===== src/rtl/alu_op_issuer_if.sv =====
// Handshake bundle between the ALU op issuer and its environment.
// Groups the command port, the multicycle unit port and the result port.
// master: command source, unit and result sink side.
// slave: the issuer itself.
interface alu_op_issuer_if #(
    parameter int WIDTH = 8
);
    logic             cmd_valid;
    logic             cmd_ready;
    logic [WIDTH-1:0] cmd_a;
    logic [WIDTH-1:0] cmd_b;
    logic [WIDTH-1:0] unit_x;
    logic [WIDTH-1:0] unit_y;
    logic             unit_start;
    logic             unit_done;
    logic [WIDTH-1:0] unit_sum;
    logic             res_valid;
    logic             res_ready;
    logic [WIDTH-1:0] res_data;
    logic             res_timeout;

    modport master (
        output cmd_valid, cmd_a, cmd_b, unit_done, unit_sum, res_ready,
        input  cmd_ready, unit_x, unit_y, unit_start,
        input  res_valid, res_data, res_timeout
    );

    modport slave (
        input  cmd_valid, cmd_a, cmd_b, unit_done, unit_sum, res_ready,
        output cmd_ready, unit_x, unit_y, unit_start,
        output res_valid, res_data, res_timeout
    );
endinterface


===== src/rtl/alu_op_issuer.sv =====
// Issues buffered operand pairs to a multicycle ALU unit, one at a time,
// and returns each result (or a timeout abort) in command order.
// Ports: clk, rst (sync, active high), bus (alu_op_issuer_if.slave:
// cmd_* command FIFO input, unit_* unit interface, res_* result output),
// busy (FSM active or FIFO holding commands).
module alu_op_issuer #(
    parameter int WIDTH   = 8,
    parameter int DEPTH   = 4,
    parameter int TIMEOUT = 15
) (
    input  logic           clk,
    input  logic           rst,
    alu_op_issuer_if.slave bus,
    output logic           busy
);
    localparam int AW = (DEPTH > 1) ? $clog2(DEPTH) : 1;
    localparam int CW = $clog2(TIMEOUT + 1);

    typedef enum logic [1:0] {IDLE, ISSUE, WAIT, HOLD} state_t;

    state_t state;
    state_t state_nxt;

    logic [WIDTH-1:0] mem_a [DEPTH];
    logic [WIDTH-1:0] mem_b [DEPTH];
    logic [AW-1:0]    wr_ptr;
    logic [AW-1:0]    rd_ptr;
    logic [AW:0]      count;
    logic [AW:0]      count_nxt;
    logic             full_q;
    logic             empty;
    logic             push;
    logic             pop;

    logic [CW-1:0]    tcnt;
    logic             cap_sum;
    logic             cap_to;
    logic [WIDTH-1:0] x_q;
    logic [WIDTH-1:0] y_q;
    logic [WIDTH-1:0] res_q;
    logic             to_q;

    assign empty     = (count == '0);
    assign push      = bus.cmd_valid && !full_q;
    assign count_nxt = count + (AW+1)'(push) - (AW+1)'(pop);

    // Ready comes from the registered full flag only, so a pop in the
    // same cycle does not make room until the next cycle.
    assign bus.cmd_ready   = !full_q;
    assign bus.unit_x      = x_q;
    assign bus.unit_y      = y_q;
    assign bus.unit_start  = (state == ISSUE);
    assign bus.res_valid   = (state == HOLD);
    assign bus.res_data    = res_q;
    assign bus.res_timeout = to_q;
    assign busy            = (state != IDLE) || !empty;

    always_comb begin
        state_nxt = state;
        pop       = 1'b0;
        cap_sum   = 1'b0;
        cap_to    = 1'b0;
        unique case (state)
            IDLE: begin
                if (!empty) begin
                    pop       = 1'b1;
                    state_nxt = ISSUE;
                end
            end
            ISSUE: state_nxt = WAIT;
            WAIT: begin
                // Completion wins over a timeout landing on the same cycle.
                if (bus.unit_done) begin
                    cap_sum   = 1'b1;
                    state_nxt = HOLD;
                end else if (tcnt == CW'(TIMEOUT - 1)) begin
                    cap_to    = 1'b1;
                    state_nxt = HOLD;
                end
            end
            HOLD: begin
                if (bus.res_ready) begin
                    if (!empty) begin
                        pop       = 1'b1;
                        state_nxt = ISSUE;
                    end else begin
                        state_nxt = IDLE;
                    end
                end
            end
            default: state_nxt = IDLE;
        endcase
    end

    always_ff @(posedge clk) begin
        if (push) begin
            mem_a[wr_ptr] <= bus.cmd_a;
            mem_b[wr_ptr] <= bus.cmd_b;
        end
    end

    always_ff @(posedge clk) begin
        if (rst) begin
            state  <= IDLE;
            wr_ptr <= '0;
            rd_ptr <= '0;
            count  <= '0;
            full_q <= 1'b0;
            tcnt   <= '0;
            x_q    <= '0;
            y_q    <= '0;
            res_q  <= '0;
            to_q   <= 1'b0;
        end else begin
            state  <= state_nxt;
            count  <= count_nxt;
            full_q <= (count_nxt == (AW+1)'(DEPTH));
            if (push) begin
                wr_ptr <= wr_ptr + AW'(1);
            end
            if (pop) begin
                rd_ptr <= rd_ptr + AW'(1);
                x_q    <= mem_a[rd_ptr];
                y_q    <= mem_b[rd_ptr];
            end
            if (state == ISSUE) begin
                tcnt <= '0;
            end else if (state == WAIT) begin
                tcnt <= tcnt + CW'(1);
            end
            if (cap_sum) begin
                res_q <= bus.unit_sum;
                to_q  <= 1'b0;
            end else if (cap_to) begin
                res_q <= '0;
                to_q  <= 1'b1;
            end
        end
    end
endmodule

===== src/flat_wrapper.sv =====
// flat-port wrapper written by rule: the top's interface ports become plain ports
module alu_op_issuer_flat 
#(
    parameter int WIDTH   = 8,
    parameter int DEPTH   = 4,
    parameter int TIMEOUT = 15
)
  (clk, rst, busy, bus_cmd_valid, bus_cmd_a, bus_cmd_b, bus_unit_done, bus_unit_sum, bus_res_ready, bus_cmd_ready, bus_unit_x, bus_unit_y, bus_unit_start, bus_res_valid, bus_res_data, bus_res_timeout);
  alu_op_issuer_if #(.WIDTH(WIDTH)) bus_i ();
  input  logic clk;
  input  logic rst;
  output logic busy;
  input wire logic [$bits(bus_i.cmd_valid)-1:0] bus_cmd_valid;
  input wire logic [$bits(bus_i.cmd_a)-1:0] bus_cmd_a;
  input wire logic [$bits(bus_i.cmd_b)-1:0] bus_cmd_b;
  input wire logic [$bits(bus_i.unit_done)-1:0] bus_unit_done;
  input wire logic [$bits(bus_i.unit_sum)-1:0] bus_unit_sum;
  input wire logic [$bits(bus_i.res_ready)-1:0] bus_res_ready;
  output wire logic [$bits(bus_i.cmd_ready)-1:0] bus_cmd_ready;
  output wire logic [$bits(bus_i.unit_x)-1:0] bus_unit_x;
  output wire logic [$bits(bus_i.unit_y)-1:0] bus_unit_y;
  output wire logic [$bits(bus_i.unit_start)-1:0] bus_unit_start;
  output wire logic [$bits(bus_i.res_valid)-1:0] bus_res_valid;
  output wire logic [$bits(bus_i.res_data)-1:0] bus_res_data;
  output wire logic [$bits(bus_i.res_timeout)-1:0] bus_res_timeout;
  assign bus_i.cmd_valid = bus_cmd_valid;
  assign bus_i.cmd_a = bus_cmd_a;
  assign bus_i.cmd_b = bus_cmd_b;
  assign bus_i.unit_done = bus_unit_done;
  assign bus_i.unit_sum = bus_unit_sum;
  assign bus_i.res_ready = bus_res_ready;
  assign bus_cmd_ready = bus_i.cmd_ready;
  assign bus_unit_x = bus_i.unit_x;
  assign bus_unit_y = bus_i.unit_y;
  assign bus_unit_start = bus_i.unit_start;
  assign bus_res_valid = bus_i.res_valid;
  assign bus_res_data = bus_i.res_data;
  assign bus_res_timeout = bus_i.res_timeout;
  alu_op_issuer #(.WIDTH(WIDTH), .DEPTH(DEPTH), .TIMEOUT(TIMEOUT)) u_core (.clk(clk), .rst(rst), .bus(bus_i), .busy(busy));
endmodule

===== config.mk =====
export PLATFORM = sky130hd
export DESIGN_NAME = alu_op_issuer_flat
export DESIGN_NICKNAME = d
export VERILOG_FILES = /design/src/rtl/alu_op_issuer_if.sv /design/src/rtl/alu_op_issuer.sv /design/src/flat_wrapper.sv
export SDC_FILE = /design/constraint.sdc
export NUM_CORES = 1
export LEC_CHECK = 0
export CAP_MARGIN = 20
export CORE_MARGIN = 2
export CORE_UTILIZATION = 48
export CTS_CLUSTER_DIAMETER = 40
export DETAILED_ROUTE_END_ITERATION = 6
export PLACE_DENSITY = 0.75
export SYNTH_ARGS = -nofsm -noshare
export SYNTH_HDL_FRONTEND = slang
export SYNTH_SLANG_ARGS = --single-unit
export TNS_END_PERCENT = 20

===== constraint.sdc =====
create_clock -name clk -period 2.9 [get_ports clk]
set_clock_uncertainty 0.1 [all_clocks]
set_input_delay 0.58 -clock clk [delete_from_list [all_inputs] [get_ports clk]]
set_output_delay 0.58 -clock clk [all_outputs]
set_load 0.02 [all_outputs]

==> metrics, run 1 <==
number of instances in the synthesized netlist=around 270; top achievable clock speed=between 300 and 400 MHz; Final Critical Period=between 2000 and 3000 ps; dpl hpwl=just under 5 mm; ordered cell list for the critical path=inv_1 -> ha_1 -> or3_4 -> clkinv_8 -> ha_1 -> inv_1 -> ha_1 -> fa_1 -> xnor2_1 -> xnor2_1 -> nor4_1; number of DRC violations after detailed-routing iteration 0=79; number of buffers inserted by port buffering=57; Detailed Routing Iterations Pass 1=4; Die ar.=roughly 9200 um^2; worst hold slack=between 300 and 400 ps; Hold WC Path Type=flop to flop; Worst Reg-to-Reg Cells=11; area of all sequential standard cells=roughly 2700 um^2; ys async rst share=0; Syn Nets=between 300 and 400; number of setup violations in the final report=0; GRT Util Overall=0.178; fill cell count=around 630; CTS tree=done; sequential share of the synthesized area=0.670; max-capacitance violation count=0; Final Net Count=380; clock latency reported for the late side of the worst-skew pair=approximately 360 ps; initial core utilization=0.493; root buf cell=clkbuf_8; cell with the largest stage delay on the worst path=or3_4; largest net degree at the start of global routing=19; first-pass GRT wire length=11.9 mm; normalized max-slew margin=0.407; Syn Area/Cell=between 10 and 15 um^2; crit path launch type=flop; number of cells on the worst hold path=2; endpoint of the most critical register-to-register path=u_core.full_q$_SDFF_PP0_; Top Family by Delay on Critical Path=adder cells; share of final-layout standard cells stronger than drive strength 1=0.167; most frequent cell on the critical path=ha_1; predominant post-synthesis flop cell=edfxtp_1; multi-input combinational cell area=roughly 1200 um^2; setup repair after global routing missed its margin=no; leakage power summed over all cells=1.69 nW; reg-to-reg startpoint=u_core.state[1]$_SDFFE_PP0P_; count of buffering cells on the critical path with inverters included=3; area of the core region=just over 8000 um^2; number of flops mapped to enable cells by yosys=64; number of buffers on the longest clock path=2; residual antenna-violating net count after detailed routing=0; Post-Place Cells=about 430; gp weighted congestion=roughly 0.74; Remaining DRCs=0; Crit. End Element=flop; flop and latch count out of synthesis=103; total gr overflow=0; Hold Vio Cnt, Final=0; DR vias=roughly 2,300; Netlist cell types=36; site row count=33; synthesis-to-layout area growth=23.4%; Top Ports=between 50 and 60; worst-margin pin slew=about 890 ps; setup TNS=0 ps; worst reg-to-reg setup slack=between 200 and 250 ps; Placement Setup Slack=-127 ps; total clock buffers created by CTS=9; clock-pin slew on the worst setup and hold paths=about 90 ps; Mapped Area=between 4000 and 5000 um^2; die span in y=about 96 um; final clock period utilization by the worst path=0.930; Slew Viols, Final=0; Min-Delay Endpoint=u_core.bus.unit_y[1]$_SDFFE_PP0P_; peak per-stage delay on the critical path=between 400 and 500 ps; Crit Path Max Fanout=5; die width=roughly 96 um; number of global-route vias before repair=2,364; antenna diode count=0; Yosys warning count=0; class of the most critical setup path=flop to flop; post-DR wirelength/cell=16.7 um; worst hold path startpoint=u_core.bus.unit_y[1]$_SDFFE_PP0P_; initial antenna violation count=0; Worst Path Required=around 3100 ps; post-route insts no fill=around 450; post-layout worst setup margin=204 ps; areal power density over the cells=between 800 and 900 nW/um^2; Clock H-tree levels=3; run status=complete, no violations; Via density=5.21; DRT Wirelength=approximately 7.5 mm; clk sink count=103; maximum resistive drop on vdd=~0.48 mV; crit path DAT=about 2900 ps
layout make-up:
type / count / share of cell area
clock buffers: 11 / 0.0284
clock inverters: 5 / 0.0131
inverters: 12 / 0.0116
multi-input cells: 142 / 0.237
flip-flops and latches: 103 / 0.543
well taps: 105 / 0.0264
repair buffers: 69 / 0.140
logic make-up after synthesis:
| kind of cell | count (synthesis) | synth area share |
|---|---|---|
| compound gates | 33 | 0.0577 |
| xor+xnor | 8 | 0.0174 |
| fa+ha+maj | 14 | 0.0453 |
| buf+inv | 26 | 0.0385 |
| flops | 103 | 0.670 |
| mux | 17 | 0.0918 |
| simple gates | 70 | 0.0791 |
worst max path at each step:
| stage | from | to | depth (start not counted) |
|---|---|---|---|
| final | u_core.state[1]$_SDFFE_PP0P_ | u_core.full_q$_SDFF_PP0_ | 11 |
| after global routing | u_core.state[1]$_SDFFE_PP0P_ | u_core.full_q$_SDFF_PP0_ | 12 |
| after CTS | u_core.state[1]$_SDFFE_PP0P_ | u_core.full_q$_SDFF_PP0_ | 11 |
| after detailed placement | bus_res_ready | u_core.full_q$_SDFF_PP0_ | 11 |
| after global placement | bus_res_ready | u_core.full_q$_SDFF_PP0_ | 11 |
| after floorplan | u_core.state[0]$_SDFFE_PP0P_ | u_core.full_q$_SDFF_PP0_ | 13 |
power by group:
part / internal, W / total, W / switching, W
Combinational: 0.000768 / 0.00160 / 0.000836
Clock: 0.000432 / 0.000920 / 0.000488
Sequential: 0.00177 / 0.00192 / 0.000147
state kept, by name (all words and copies together) (netlist names):
signal                  count
u_core.bus.res_data         8
u_core.bus.res_timeout      1
u_core.bus.unit_x           8
u_core.bus.unit_y           8
u_core.count                3
u_core.full_q               1
u_core.mem_a               32
u_core.mem_b               32
u_core.rd_ptr               2
u_core.state                2
u_core.tcnt                 4
u_core.wr_ptr               2
synth_stat cells, types with 2 or more instances:
cell type / instances / share of area
ha_1: 13 / 0.040
and2_1: 5 / 0.0078
nand2_1: 32 / 0.030
inv_1: 11 / 0.010
a22oi_1: 8 / 0.015
nor2b_1: 3 / 0.0047
xor2_1: 2 / 0.0043
clkbuf_1: 7 / 0.0065
buf_6: 3 / 0.0084
o21ai_1: 2 / 0.0025
buf_2: 2 / 0.0025
nor2_1: 16 / 0.015
mux4_2: 16 / 0.089
nor3_1: 5 / 0.0062
nand2_2: 2 / 0.0031
dfxtp_1: 39 / 0.19
a21oi_1: 10 / 0.012
edfxtp_1: 64 / 0.48
a21oi_2: 9 / 0.020
xnor2_1: 6 / 0.013
cells in the final DEF, fill, tap and decap left out, types with 2 or more instances in the layout:
master,count
nand2_1,32
clkdlybuf4s50_1,57
o21ai_1,2
nor2_1,16
clkbuf_8,10
xnor2_1,6
and2_1,5
mux4_2,16
edfxtp_1,64
ha_1,13
a21oi_2,9
buf_12,3
xor2_1,2
a21oi_1,10
nor2b_1,3
clkinvlp_4,2
dfxtp_1,39
nand2_2,2
inv_1,11
a22oi_1,8
buf_4,9
nor3_1,5
repair_timing:
item,4_1_cts,5_1_grt
resized for setup,0,1
buffers inserted,0,0
hold buffers,0,0
setup endpoints to repair,0,2
routing by layer:
metal,vias to the layer above,track usage,wire [um]
li1,1110,-,-
met1,1162,0.218,3260
met2,50,0.305,3740
met3,6,0.0601,382
met4,0,0.0429,68
met5,-,0,0
worst min-delay path, cell delays in order, from the launching register on:
cell     delay (ps)
dfxtp_1         320
nand2_1          50
a21oi_1          50
through the flow:
| stage | total power, W | cell area [um^2] | util |
|---|---|---|---|
| after floorplan | 0.00305 | 4030 | - |
| after global placement | 0.00350 | 4760 | 0.583 |
| after detailed placement | 0.00355 | 4760 | 0.583 |
| after CTS | 0.00447 | 4970 | 0.608 |
| after global routing | 0.00469 | 4980 | 0.609 |
| final | 0.00444 | 4980 | 0.609 |
Power figures use the tool's default switching activity.
==> run 2: changes to the inputs <==
--- a/config.mk
+++ b/config.mk
@@ -5,12 +5,13 @@
 export SDC_FILE = /design/constraint.sdc
 export NUM_CORES = 1
 export LEC_CHECK = 0
+export ABC_AREA = 1
 export CAP_MARGIN = 20
 export CORE_MARGIN = 2
-export CORE_UTILIZATION = 48
+export CORE_UTILIZATION = 49
 export CTS_CLUSTER_DIAMETER = 40
 export DETAILED_ROUTE_END_ITERATION = 6
-export PLACE_DENSITY = 0.75
+export PLACE_DENSITY = 0.76
 export SYNTH_ARGS = -nofsm -noshare
 export SYNTH_HDL_FRONTEND = slang
 export SYNTH_SLANG_ARGS = --single-unit
==> run 2 against run 1 <==
Effect of this change:
- fmax is 7.6% higher
- flip-flop and latch count unchanged
- global-route usage up 0.66 points
- setup slack gained 190 ps
- utilization grew 0.29 points
- sequential share of layout area shrank 0.53 points
- critical path depth decreased by 7
- synthesized cell count is 46% higher
- area after synthesis up 2.9%
- largest power group unchanged
- sequential power about the same
- count of clock-buffer cells in the layout fell by 2
- clock power up 7.0%
==> metrics, run 2 <==
reg-to-reg startpoint=u_core.state[0]$_SDFFE_PP0P_; Worst Path Required=about 2200 ps; ys async rst share=0; Detailed Routing Iterations Pass 1=4; synth top area cells=edfxtp_1 (46%), dfxtp_1 (19%), nor2_1 (8.3%); number of buffers on the longest clock path=2; share of final-layout standard cells stronger than drive strength 1=0.0828; total gr overflow=0; Slew Viols, Final=0; post-layout worst setup margin=394 ps; predominant post-synthesis flop cell=edfxtp_1; largest net degree at the start of global routing=35; site row count=33; areal power density over the cells=between 900 and 1000 nW/um^2; number of buffers inserted by port buffering=57; endpoint of the most critical register-to-register path=u_core.full_q$_SDFF_PP0_; normalized max-slew margin=0.595; most common cell after layout, fill and taps aside=nor2_1; setup TNS=0 ps; dpl hpwl=between 4 and 5 mm; Final Total Pwr=0.00460 W; Mapped Area=between 4000 and 5000 um^2; die span in y=around 96 um; worst setup path endpoint=busy; most used cells in the layout excluding fill and tap cells=nor2_1 (92), edfxtp_1 (64), clkdlybuf4s50_1 (57); clk sink count=a little over 100; final clock period utilization by the worst path=0.864; number of flops mapped to enable cells by yosys=64; clock latency reported for the late side of the worst-skew pair=360 ps; Die ar.=around 9200 um^2; Worst Reg-to-Reg Cells=11; Hold WC Path Type=flop to flop; first-pass GRT wire length=~13 mm; Crit. End Element=primary output; setup repair after global routing missed its margin=no; run status=complete, no violations; area of the core region=8220 um^2; initial core utilization=0.505; Hold Vio Cnt, Final=0; hold bufs inserted after CTS=0; Syn Nets=438; root buf cell=clkbuf_8; Yosys warning count=0; total clock buffers created by CTS=9; max-capacitance violation count=0; leading post-synthesis cells by instance count=nor2_1 (92), edfxtp_1 (64), o21ai_0 (54), dfxtp_1 (39), nand2_1 (36); most frequent cell after synthesis=nor2_1; crit path DAT=approximately 1800 ps; crit path launch type=flop; Top Ports=58; Netlist cell types=29; sequential share of the synthesized area=0.651; biggest registers after layout=u_core.mem_a (32), u_core.mem_b (32); number of global-route vias before repair=about 2,700; Remaining DRCs=0; flop and latch count out of synthesis=between 100 and 150; gp weighted congestion=around 0.74; number of instances in the synthesized netlist=a little under 400; number of DRC violations after detailed-routing iteration 0=~190; GRT Util Overall=0.185; antenna diode count=0; worst-margin pin slew=607 ps; CTS tree=done; Clock H-tree levels=3; maximum resistive drop on vdd=between 0.4 and 0.5 mV; residual antenna-violating net count after detailed routing=0; Via density=roughly 5; number of setup violations in the final report=0; Final Net Count=slightly below 500; DRT Wirelength=7.79 mm; DR vias=2,832; Synth area leader=edfxtp_1; synthesis-to-layout area growth=21.1%; initial antenna violation count=0; worst reg-to-reg setup slack=400 ps; Syn Area/Cell=about 11 um^2; number of buffers inserted to repair setup after CTS=0; clock-pin slew on the worst setup and hold paths=about 90 ps; leakage power summed over all cells=between 1.5 and 2 nW; Final Critical Period=around 2500 ps; Placement Setup Slack=about 110 ps; class of the most critical setup path=flop to primary output; Post-CTS Resized=0; launching element of the worst setup path=u_core.state[0]$_SDFFE_PP0P_; share of Yosys cell area claimed by the top area cell type=0.463; Crit Path Max Fanout=5; top achievable clock speed=about 400 MHz; fill cell count=between 600 and 700; post-DR wirelength/cell=about 14 um; die width=slightly below 100 um
==> run 2: layer usage <==
layer  wire [um]  vias up  track usage
met5           0        -            0
li1            -     1431            -
met2        3800       72        0.308
met1        3430     1317        0.227
met4         119        0       0.0726
met3         441       12       0.0525
==> run 2: final cells by class <==
| type | instances | area (um^2) | area share |
|---|---|---|---|
| sequential | 103 | 2700 | 0.538 |
| multi-input combinational | 246 | 1220 | 0.244 |
| timing repair buffer | 65 | 631 | 0.125 |
| tap | 105 | 131 | 0.0261 |
| clock buffer | 9 | 124 | 0.0247 |
| inverter | 29 | 109 | 0.0217 |
| clock inverter | 7 | 104 | 0.0207 |
==> run 2: logic make-up after synthesis <==
kind of cell | after synthesis | synth area share
adders and majority gates | 14 | 0.0440
DFF | 103 | 0.651
xor gates and xnor gates | 2 | 0.00422
AOI/OAI and AO/OA | 86 | 0.107
buffers and inverters | 46 | 0.0540
and+or+nand+nor | 144 | 0.140
==> run 2: worst min-delay path by stage <==
stage                                                   start                                  end  slack [ps]  cells after the start
after global placement    u_core.bus.res_data[7]$_SDFFE_PP0P_  u_core.bus.res_data[7]$_SDFFE_PP0P_         350                      2
after global routing      u_core.bus.res_data[1]$_SDFFE_PP0P_  u_core.bus.res_data[1]$_SDFFE_PP0P_         400                      2
after detailed placement  u_core.bus.res_data[3]$_SDFFE_PP0P_  u_core.bus.res_data[3]$_SDFFE_PP0P_         360                      2
after floorplan                   u_core.tcnt[3]$_SDFFE_PP0P_          u_core.tcnt[3]$_SDFFE_PP0P_         360                      1
final                     u_core.bus.res_data[3]$_SDFFE_PP0P_  u_core.bus.res_data[3]$_SDFFE_PP0P_         370                      2
after CTS                 u_core.bus.res_data[3]$_SDFFE_PP0P_  u_core.bus.res_data[3]$_SDFFE_PP0P_         370                      2
==> run 2: report_power, final <==
group          internal (W)  switching [W]  total [W]
clock network      0.000496       0.000488   0.000984
registers           0.00179       0.000116    0.00190
logic              0.000656        0.00106    0.00172
total               0.00294        0.00166    0.00460
==> run 2: through the flow <==
step	util	area [um^2]	instances	hold slack (ps)
final	0.612	5020	564	366
after floorplan	-	4150	395	362
after global routing	0.612	5020	564	400
after global placement	0.584	4800	548	350
after CTS	0.612	5020	564	371
after detailed placement	0.584	4800	548	357
==> run 2: worst max-delay path, stage by stage (launching register included) <==
cell and delay [ps]:
dfxtp_1 420, inv_1 120, ha_1 220, nand3_1 100, clkdlybuf4s50_1 610
==> run 3: changes to the inputs <==
==> constraint.sdc (replaced) <==
create_clock -name clk -period 2.02 [get_ports clk]
set_clock_uncertainty 0.1 [all_clocks]
set_input_delay 0.404 -clock clk [delete_from_list [all_inputs] [get_ports clk]]
set_output_delay 0.404 -clock clk [all_outputs]
set_load 0.02 [all_outputs]
==> run 3 against run 2 <==
Effect of this change:
- the run now ends with setup timing left
- utilization up 1.4 points
- cell count up 1.2%
- largest cell class unchanged
- global-route usage down 0.46 points
- setup slack worse by 450 ps
- largest power group unchanged
==> metrics, run 3 (synthesis gave the netlist of run 2 again) <==
placed cell area=4920 um^2; number of buffers inserted by port buffering=57; residual antenna-violating net count after detailed routing=0; total gr overflow=0; failing checks=setup timing; max-capacitance violation count=0; Via density=around 5.0; total clock buffers created by CTS=9; CTS tree=done; Top Ports=between 50 and 60; Post-Place Cells=about 560; multi-input combinational cell area=between 1000 and 1500 um^2; Detailed Routing Iterations Pass 1=4; post-route insts no fill=about 570; most used routing layer=met2; most used cells in the layout excluding fill and tap cells=nor2_1 (92), edfxtp_1 (64), o21ai_0 (54), clkdlybuf4s50_1 (54), dfxtp_1 (37); biggest registers after layout=u_core.mem_a (32), u_core.mem_b (32); number of setup violations in the final report=3; crit path DAT=between 2000 and 2500 ps; Hold Vio Cnt, Final=0; Worst Reg-to-Reg Cells=12; class of the most critical setup path=flop to flop; Hold WC Path Type=flop to flop; Min-Delay Endpoint=u_core.bus.res_data[2]$_SDFFE_PP0P_; reg-to-reg startpoint=u_core.state[0]$_SDFFE_PP0P_; endpoint of the most critical register-to-register path=u_core.full_q$_SDFF_PP0_; Final Critical Period=~2100 ps; worst reg-to-reg setup slack=-60 ps; initial core utilization=0.505; number of cells on the worst hold path=2; Crit Path Max Fanout=4; Layout Utilization=0.625; number of buffers on the longest clock path=2; area of all sequential standard cells=roughly 2700 um^2; Die ar.=a little over 9000 um^2; DR vias=2,883; clk sink count=103; number of DRC violations after detailed-routing iteration 0=between 100 and 150; hold bufs inserted after CTS=0; die span in y=slightly below 100 um; run status=finished with violations; worst hold slack=around 370 ps; site row count=33; met1 usage in global routing=0.214; antenna diode count=0; Remaining DRCs=0; GRT Util Overall=0.180; post-layout worst setup margin=-60.3 ps; post-DR wirelength/cell=between 10 and 15 um; number of buffers inserted to repair setup after CTS=0; worst-margin pin slew=between 500 and 600 ps; Crit. End Element=flop; met2 usage=0.327; DRT Wirelength=about 8 mm; root buf cell=clkbuf_8; gp weighted congestion=0.790; Slew Viols, Final=0; Worst Path Required=~2200 ps; worst hold path startpoint=u_core.bus.res_data[2]$_SDFFE_PP0P_; total non-filler cell area in the finished layout=between 5000 and 6000 um^2; crit path launch type=flop; final clock period utilization by the worst path=1.03; maximum resistive drop on vdd=around 0.5 mV; first-pass GRT wire length=between 10 and 15 mm; largest net degree at the start of global routing=35; most common cell after layout, fill and taps aside=nor2_1; dpl hpwl=5.05 mm; normalized max-slew margin=0.631; area of the core region=between 8000 and 9000 um^2; share of final-layout standard cells stronger than drive strength 1=0.124; met3 GRT Util=0.0305; Clock H-tree levels=3; clock latency reported for the late side of the worst-skew pair=around 360 ps; top achievable clock speed=a little under 500 MHz; leakage power summed over all cells=1.87 nW; clock-pin slew on the worst setup and hold paths=roughly 100 ps; setup repair after global routing missed its margin=yes; fill cell count=around 660; synthesis-to-layout area growth=23.8%; die width=96.0 um; Final Net Count=between 500 and 600; number of global-route vias before repair=approximately 2,700; initial antenna violation count=0; areal power density over the cells=~1300 nW/um^2
==> run 3: cell types whose count changed in the layout (fill, tap and decap cells not counted), sizes merged <==
| cell | delta |
|---|---|
| dlygate4sd2 | +3 |
| inv | -1 |
| buf | +7 |
| clkdlybuf4s50 | -3 |
| bufinv | -2 |
| clkinv | +3 |
==> run 3: per-layer routing <==
| metal | share of wire | vias up | wire, um |
|---|---|---|---|
| li1 | - | 1447 | - |
| met2 | 0.50 | 60 | 3920 |
| met3 | 0.047 | 11 | 369 |
| met5 | 0 | - | 0 |
| met1 | 0.44 | 1365 | 3410 |
| met4 | 0.015 | 0 | 119 |
==> run 3: repair_timing <==
| action | CTS | global route |
|---|---|---|
| gates resized for setup | 5 | 6 |
| endpoints found under the setup margin | 6 | 3 |
| pin swaps | 2 | 0 |
==> run 3: critical path, stage by stage, from the launching register on <==
cell and delay [ps]:
dfxtp_4 380, inv_4 40, ha_4 250, inv_2 30, nand2_2 60, nor2_4 40, ha_4 260, inv_2 40
ha_4 150, fa_2 330, xor2_1 130, nand2_1 90, nor3_2 120
==> run 3: area by class of cell <==
class	instances	share of cell area
flip-flops and latches	103	0.527
multi-input cells	246	0.248
repair buffers	72	0.142
well taps	105	0.0256
clock buffers	9	0.0241
inverters	29	0.0217
clock inverters	7	0.0112
==> run 3: how the worst max path moves through the flow <==
| stage | slack (ps) | endpoint | startpoint | depth (start not counted) |
|---|---|---|---|---|
| 2_1_floorplan | -320 | u_core.full_q$_SDFF_PP0_ | u_core.state[0]$_SDFFE_PP0P_ | 14 |
| 3_3_place_gp | -400 | u_core.full_q$_SDFF_PP0_ | bus_res_ready | 10 |
| 3_5_place_dp | -460 | u_core.full_q$_SDFF_PP0_ | bus_res_ready | 10 |
| 4_1_cts | -110 | u_core.full_q$_SDFF_PP0_ | u_core.state[0]$_SDFFE_PP0P_ | 12 |
| 5_1_grt | -170 | u_core.full_q$_SDFF_PP0_ | u_core.state[0]$_SDFFE_PP0P_ | 12 |
| 6_report | -60 | u_core.full_q$_SDFF_PP0_ | u_core.state[0]$_SDFFE_PP0P_ | 12 |
==> run 3: stage by stage <==
stage	setup WS [ps]	setup TNS, ps	power (W)
final	-60.3	-123	0.00659
after floorplan	-321	-907	0.00459
after CTS	-114	-195	0.00654
after detailed placement	-457	-1200	0.00536
after global routing	-167	-348	0.00707
after global placement	-400	-1100	0.00529
==> run 3: power breakdown <==
group / total (W) / switching [W] / internal (W)
Clock: 0.00118 / 0.000716 / 0.000461
Sequential: 0.00273 / 0.000158 / 0.00257
Combinational: 0.00268 / 0.00160 / 0.00109
Total: 0.00659 / 0.00247 / 0.00412
